File: src/rtl/mem_arb_pkg.sv
// Shared types and default widths for the data-memory arbiter.
package mem_arb_pkg;

  localparam int unsigned DEF_NREQ   = 4;
  localparam int unsigned DEF_ADDR_W = 8;
  localparam int unsigned DEF_DATA_W = 8;

  typedef enum logic [1:0] {
    IDLE   = 2'd0,
    ACCESS = 2'd1,
    WAIT   = 2'd2,
    DONE   = 2'd3
  } state_t;

endpackage

File: src/rtl/mem_arbiter_if.sv
// Requester-side bus of the data-memory arbiter: packed per-requester request fields,
// one-hot grant/ack back, and broadcast read data.
interface mem_arbiter_if
  import mem_arb_pkg::*;
#(
  parameter int unsigned NREQ   = DEF_NREQ,
  parameter int unsigned ADDR_W = DEF_ADDR_W,
  parameter int unsigned DATA_W = DEF_DATA_W
);

  logic [NREQ-1:0]        req;
  logic [NREQ-1:0]        lock;
  logic [NREQ-1:0]        we;
  logic [NREQ*ADDR_W-1:0] addr;
  logic [NREQ*DATA_W-1:0] wdata;
  logic [NREQ-1:0]        gnt;
  logic [NREQ-1:0]        ack;
  logic [DATA_W-1:0]      rdata;

  modport master (
    output req, lock, we, addr, wdata,
    input  gnt, ack, rdata
  );

  modport slave (
    input  req, lock, we, addr, wdata,
    output gnt, ack, rdata
  );

endinterface

File: src/rtl/arb_pick.sv
// Combinational picker: first asserted request at or after `start`, wrapping modulo NREQ.
module arb_pick #(
  parameter int unsigned NREQ  = 4,
  parameter int unsigned IDX_W = $clog2(NREQ)
) (
  input  logic [NREQ-1:0]  req,
  input  logic [IDX_W-1:0] start,
  output logic [NREQ-1:0]  onehot,
  output logic [IDX_W-1:0] idx
);

  logic              found;
  logic [IDX_W-1:0]  pos;
  int unsigned       j;

  always_comb begin
    onehot = '0;
    idx    = '0;
    found  = 1'b0;
    pos    = '0;
    j      = 0;
    for (int unsigned k = 0; k < NREQ; k++) begin
      j = 32'(start) + k;
      if (j >= NREQ) j = j - NREQ;
      pos = IDX_W'(j);
      if (!found && req[pos]) begin
        found       = 1'b1;
        onehot[pos] = 1'b1;
        idx         = pos;
      end
    end
  end

endmodule

File: src/rtl/mem_arbiter.sv
// Single-port data RAM arbiter: IDLE/ACCESS/WAIT/DONE transaction per grant, optional lock bursts.
// MEM_ARB_RR_EN selects round-robin arbitration; undefined gives fixed lowest-index priority.
module mem_arbiter
  import mem_arb_pkg::*;
#(
  parameter int unsigned NREQ   = DEF_NREQ,
  parameter int unsigned ADDR_W = DEF_ADDR_W,
  parameter int unsigned DATA_W = DEF_DATA_W
) (
  input  logic              clk,
  input  logic              reset,
  mem_arbiter_if.slave      bus,
  output logic              mem_en,
  output logic              mem_we,
  output logic [ADDR_W-1:0] mem_addr,
  output logic [DATA_W-1:0] mem_wdata,
  input  logic [DATA_W-1:0] mem_rdata,
  output logic              busy
);

  localparam int unsigned IDX_W = $clog2(NREQ);

  state_t            state_q, state_d;
  logic [IDX_W-1:0]  win_q;
  logic [NREQ-1:0]   win_oh_q;
  logic [DATA_W-1:0] rdata_q;
  logic [NREQ-1:0]   pick_oh;
  logic [IDX_W-1:0]  pick_idx;
  logic [IDX_W-1:0]  start;
  logic              arb_en;
  logic [NREQ-1:0]   gnt_c;
  logic [NREQ-1:0]   ack_c;

`ifdef MEM_ARB_RR_EN
  logic [IDX_W-1:0] ptr_q;

  // Pointer tracks the last fresh winner; locked re-grants never pass through IDLE so leave it alone.
  always_ff @(posedge clk or negedge reset) begin
    if (!reset)      ptr_q <= IDX_W'(NREQ - 1);
    else if (arb_en) ptr_q <= pick_idx;
  end

  assign start = (ptr_q == IDX_W'(NREQ - 1)) ? '0 : ptr_q + IDX_W'(1);
`else
  assign start = '0;
`endif

  arb_pick #(
    .NREQ  (NREQ),
    .IDX_W (IDX_W)
  ) u_pick (
    .req    (bus.req),
    .start  (start),
    .onehot (pick_oh),
    .idx    (pick_idx)
  );

  // State, winner and read-data registers
  always_ff @(posedge clk or negedge reset) begin
    if (!reset) begin
      state_q  <= IDLE;
      win_q    <= '0;
      win_oh_q <= '0;
      rdata_q  <= '0;
    end else begin
      state_q <= state_d;
      if (arb_en) begin
        win_q    <= pick_idx;
        win_oh_q <= pick_oh;
      end
      if (state_q == WAIT && !bus.we[win_q]) rdata_q <= mem_rdata;
    end
  end

  // Next-state logic; arbitration only happens on leaving IDLE
  always_comb begin
    state_d = state_q;
    arb_en  = 1'b0;
    case (state_q)
      IDLE: begin
        if (|bus.req) begin
          state_d = ACCESS;
          arb_en  = 1'b1;
        end
      end
      ACCESS:  state_d = WAIT;
      WAIT:    state_d = DONE;
      DONE:    state_d = (bus.lock[win_q] && bus.req[win_q]) ? ACCESS : IDLE;
      default: state_d = IDLE;
    endcase
  end

  // RAM and handshake outputs decoded from state and registered winner
  always_comb begin
    mem_en    = 1'b0;
    mem_we    = 1'b0;
    mem_addr  = '0;
    mem_wdata = '0;
    gnt_c     = '0;
    ack_c     = '0;
    case (state_q)
      ACCESS: begin
        mem_en    = 1'b1;
        mem_we    = bus.we[win_q];
        mem_addr  = bus.addr[32'(win_q)*ADDR_W +: ADDR_W];
        mem_wdata = bus.wdata[32'(win_q)*DATA_W +: DATA_W];
        gnt_c     = win_oh_q;
      end
      WAIT:    gnt_c = win_oh_q;
      DONE:    ack_c = win_oh_q;
      default: ;
    endcase
  end

  assign bus.gnt   = gnt_c;
  assign bus.ack   = ack_c;
  assign bus.rdata = rdata_q;
  assign busy      = (state_q != IDLE);

endmodule

File: src/flat_wrapper.sv
// flat-port wrapper written by rule: the top's interface ports become plain ports
module mem_arbiter_flat import mem_arb_pkg::*;
#(
  parameter int unsigned NREQ   = DEF_NREQ,
  parameter int unsigned ADDR_W = DEF_ADDR_W,
  parameter int unsigned DATA_W = DEF_DATA_W
)
  (clk, reset, mem_en, mem_we, mem_addr, mem_wdata, mem_rdata, busy, bus_req, bus_lock, bus_we, bus_addr, bus_wdata, bus_gnt, bus_ack, bus_rdata);
  mem_arbiter_if #(.NREQ(NREQ), .ADDR_W(ADDR_W), .DATA_W(DATA_W)) bus_i ();
  input  logic clk;
  input  logic reset;
  output logic mem_en;
  output logic mem_we;
  output logic [ADDR_W-1:0] mem_addr;
  output logic [DATA_W-1:0] mem_wdata;
  input  logic [DATA_W-1:0] mem_rdata;
  output logic busy;
  input wire logic [$bits(bus_i.req)-1:0] bus_req;
  input wire logic [$bits(bus_i.lock)-1:0] bus_lock;
  input wire logic [$bits(bus_i.we)-1:0] bus_we;
  input wire logic [$bits(bus_i.addr)-1:0] bus_addr;
  input wire logic [$bits(bus_i.wdata)-1:0] bus_wdata;
  output wire logic [$bits(bus_i.gnt)-1:0] bus_gnt;
  output wire logic [$bits(bus_i.ack)-1:0] bus_ack;
  output wire logic [$bits(bus_i.rdata)-1:0] bus_rdata;
  assign bus_i.req = bus_req;
  assign bus_i.lock = bus_lock;
  assign bus_i.we = bus_we;
  assign bus_i.addr = bus_addr;
  assign bus_i.wdata = bus_wdata;
  assign bus_gnt = bus_i.gnt;
  assign bus_ack = bus_i.ack;
  assign bus_rdata = bus_i.rdata;
  mem_arbiter #(.NREQ(NREQ), .ADDR_W(ADDR_W), .DATA_W(DATA_W)) u_core (.clk(clk), .reset(reset), .bus(bus_i), .mem_en(mem_en), .mem_we(mem_we), .mem_addr(mem_addr), .mem_wdata(mem_wdata), .mem_rdata(mem_rdata), .busy(busy));
endmodule
File: config.mk
export PLATFORM = sky130hd
export DESIGN_NAME = mem_arbiter_flat
export DESIGN_NICKNAME = d
export VERILOG_FILES = /design/src/rtl/mem_arb_pkg.sv /design/src/rtl/mem_arbiter_if.sv /design/src/rtl/arb_pick.sv /design/src/rtl/mem_arbiter.sv /design/src/flat_wrapper.sv
export SDC_FILE = /design/constraint.sdc
export NUM_CORES = 1
export LEC_CHECK = 0
export BUFFER_PORTS_ARGS = -buffer_cell sky130_fd_sc_hd__buf_4
export CORE_MARGIN = 2
export CORE_UTILIZATION = 35
export CTS_BUF_LIST = sky130_fd_sc_hd__clkbuf_8
export DETAILED_ROUTE_END_ITERATION = 10
export GPL_ROUTABILITY_DRIVEN = 0
export GPL_TIMING_DRIVEN = 0
export PLACE_DENSITY = 0.89
export SLEW_MARGIN = 20
export SYNTH_ARGS = -nofsm -noshare
export SYNTH_HDL_FRONTEND = slang
export SYNTH_SLANG_ARGS = --single-unit
export TNS_END_PERCENT = 100
File: constraint.sdc
create_clock -name clk -period 1.35 [get_ports clk]
set_input_delay 0 -clock clk [delete_from_list [all_inputs] [get_ports clk]]
set_output_delay 0 -clock clk [all_outputs]
set_load 0.01 [all_outputs]
==> results.json <==
{
  "crit_arrival_ns": 1.66,
  "ant_nets": 0,
  "grt_use_total_pct": 22.9,
  "grt_overflow": 0,
  "p_sw_share_pct": 35.6,
  "synth_edf_count": 0,
  "antenna_found_initial": 0,
  "max-slew-margin-rel_pct": 77.3,
  "dp_hpwl_um": 3730,
  "period_share_pct": 123,
  "avgSynthCellArea_um2": 11.7,
  "synth_top_family_by_area": "multiplexers",
  "clock_sinks": 16,
  "violations": "negative setup slack",
  "hold_viol": 0,
  "ys_ff_latch": 16,
  "critPathKind": "reg2out",
  "synth_cells": 117,
  "via_count": 1568,
  "grt_max_degree": 17,
  "ys_seq_area_share_pct": 29.4,
  "first_pass_iters": 4,
  "status": "complete, but fails checks",
  "tightest_slew_ns": 0.340,
  "cp_max_fo": 10,
  "synth-simple-area-share_pct": 17.7,
  "grt_pass1_vias": 1611,
  "final_nets": 351,
  "vias_per_cell": 5.09,
  "power.share.sequential_pct": 16.7,
  "crit_path_start_kind": "flip-flop",
  "routedWlPerCell_um": 16.8,
  "fin_ws_ns": -0.313,
  "clk_latency_ns": 0.25,
  "drt_iter0_drc": 52,
  "grt_pass1_wl_um": 7640,
  "cp-end-kind": "output pin",
  "fin_setup_tns_ns": -5.75,
  "num_antenna_cells": 0,
  "setup_viol": 26,
  "fmax_mhz": 601,
  "netlist.area_leader.share_pct": 29.4,
  "core_um2": 3720,
  "hp-class": "in2reg",
  "p_sw_uw": 2020,
  "synthAdderAreaFrac_pct": 3.67,
  "final_util_pct": 76.8,
  "die_area_um2": 4410,
  "yosys.area.top_type": "dfrtp_1",
  "p_total_uw": 5680,
  "cts_tree": "done",
  "syn_nets": 207,
  "die_w_um": 66.4,
  "clkTransAtPathRegs_ns": 0.07,
  "drc_errors": 0,
  "netlist_top_cells_area": "dfrtp_1, mux4_2, and2_1",
  "p_clk_share_pct": 7.7,
  "stdcell_area_um2": 2850,
  "ios": 121,
  "leakagePower_uw": 0.00137,
  "p_int_uw": 3660,
  "drt-total-wl_um": 5170,
  "final_layout_size_suffix_gt1_share_pct": 78.1,
  "clockBufferDepth": 2,
  "synth-compound-area-share_pct": 9.72,
  "io_buffers": 120,
  "clockRootBuffer": "clkbuf_8",
  "synth.distinct_cells": 31,
  "synthArstFlopShare_pct": 100,
  "start_util_pct": 36.7,
  "drv_slew": 0,
  "peakVddDrop_uv": 1190,
  "synth-main-ff-cell": "dfrtp_1",
  "htreeDepth": 1,
  "place_inst": 285,
  "cellPowerDensity_nw_per_um2": 1990,
  "syn_area_um2": 1360,
  "yosysWarnings": 0,
  "cap_violations": 0,
  "synth_mux_area_share_pct": 35.8,
  "combPwrFrac_pct": 75.6,
  "rsz0062_at_grt": "true",
  "fin_cells": 308,
  "die_h_um": 66.4,
  "skew_ns": 0.00365,
  "row_count": 22,
  "syn_to_final_growth_pct": 109,
  "synth_xor_xnor_area_share_pct": 0,
  "numCtsBuffers": 3,
  "min_period_ns": 1.66,
  "place_area_um2": 2330,
  "n_fill_cell": 247,
  "required_ns": 1.35
}
==> registers in the layout (all words and copies together), names as in the netlist <==
| register | cells |
|---|---|
| u_core.win_oh_q | 4 |
| u_core.bus.rdata | 8 |
| u_core.win_q | 2 |
| u_core.state_q | 2 |
==> kinds of logic (layout without fill, tap and decap cells) <==
group,count (synthesis),count (layout)
AOI/OAI and AO/OA,17,17
adders and majority gates,4,4
buffers and inverters,11,154
DFF,16,16
muxes,27,27
and+or+nand+nor,42,42
==> path summary, 6_finish.rpt <==
kind                                      from                  end  slack (ns)  cells past startpoint
min in group asynchronous                reset  u_core.bus.rdata[7]        0.15                      2
max in group asynchronous                reset      u_core.win_q[1]        1.00                      2
min reg2reg                u_core.bus.rdata[4]  u_core.bus.rdata[4]        0.52                      1
max reg2reg                    u_core.win_q[1]  u_core.bus.rdata[5]       -0.19                      4
max                            u_core.win_q[0]         mem_wdata[0]       -0.31                      4
min                                 bus_req[2]   u_core.win_oh_q[2]        0.05                      2
==> synthesized netlist by cell type (all sizes together), types with 2 or more instances <==
cell	number
a21oi	4
clkbuf	2
or3	2
mux4	16
ha	4
mux2	11
nand2	4
and2	24
o21ai	3
nand2b	2
buf	4
inv	5
dfrtp	16
nor2	5
==> repair_timing <==
action	4_1_cts	5_1_grt
resized for setup	61	26
pin swaps	9	3
setup buffers	8	3
setup endpoints to repair	34	34
endpoints found under the hold margin	24	0
hold buffers	9	0
==> cell type report <==
type	count	area, µm²	share of cell area (%)
repair buffers	139	1170	40.9
plain buffers	6	70.1	2.46
clock buffers	4	55.1	1.93
flip-flops and latches	16	403	14.1
inverters	5	23.8	0.833
multi-input cells	90	1070	37.6
well taps	48	60.1	2.10
==> critical path, stage by stage, from the launching register on <==
cell and delay [ns]:
dfrtp_2 0.43, buf_12 0.16, mux4_2 0.52, and2_4 0.18
buf_6 0.12
==> per-stage QoR <==
| stage | setup WS (ns) | hold slack [ns] |
|---|---|---|
| floorplan | -0.117 | -0.296 |
| global placement | -0.257 | -0.131 |
| detailed placement | -0.287 | -0.129 |
| CTS | -0.295 | 0.0389 |
| global route | -0.346 | 0.0645 |
| finish | -0.313 | 0.0487 |
==> per-layer routing <==
metal | vias to the layer above | GRT usage, % | wire length [µm]
li1 | 728 | - | -
met1 | 751 | 25.7 | 1850
met5 | - | 0 | 0
met3 | 12 | 3.92 | 471
met2 | 77 | 43.0 | 2730
met4 | 0 | 7.65 | 125
==> power by group through the flow <==
stage,registers [µW],logic (µW),clock network (µW)
4_1_cts,930,4040,443
3_3_place_gp,923,3020,0
3_5_place_dp,937,3070,0
6_report,947,4300,437
5_1_grt,979,4590,466
2_1_floorplan,943,1830,0
==> cell usage in the layout, fill, tap and decap left out, drive strengths merged, types with 2 or more instances in the layout <==
| cell | netlist | routed |
|---|---|---|
| mux4 | 16 | 16 |
| o21ai | 3 | 3 |
| or3 | 2 | 2 |
| nand2b | 2 | 2 |
| nand2 | 4 | 4 |
| and2 | 24 | 24 |
| ha | 4 | 4 |
| a21oi | 4 | 4 |
| buf | 4 | 134 |
| dfrtp | 16 | 16 |
| clkbuf | 2 | 6 |
| mux2 | 11 | 11 |
| nor2 | 5 | 5 |
| inv | 5 | 5 |
| dlygate4sd3 | 0 | 9 |
(Power assumes the default switching activity.)
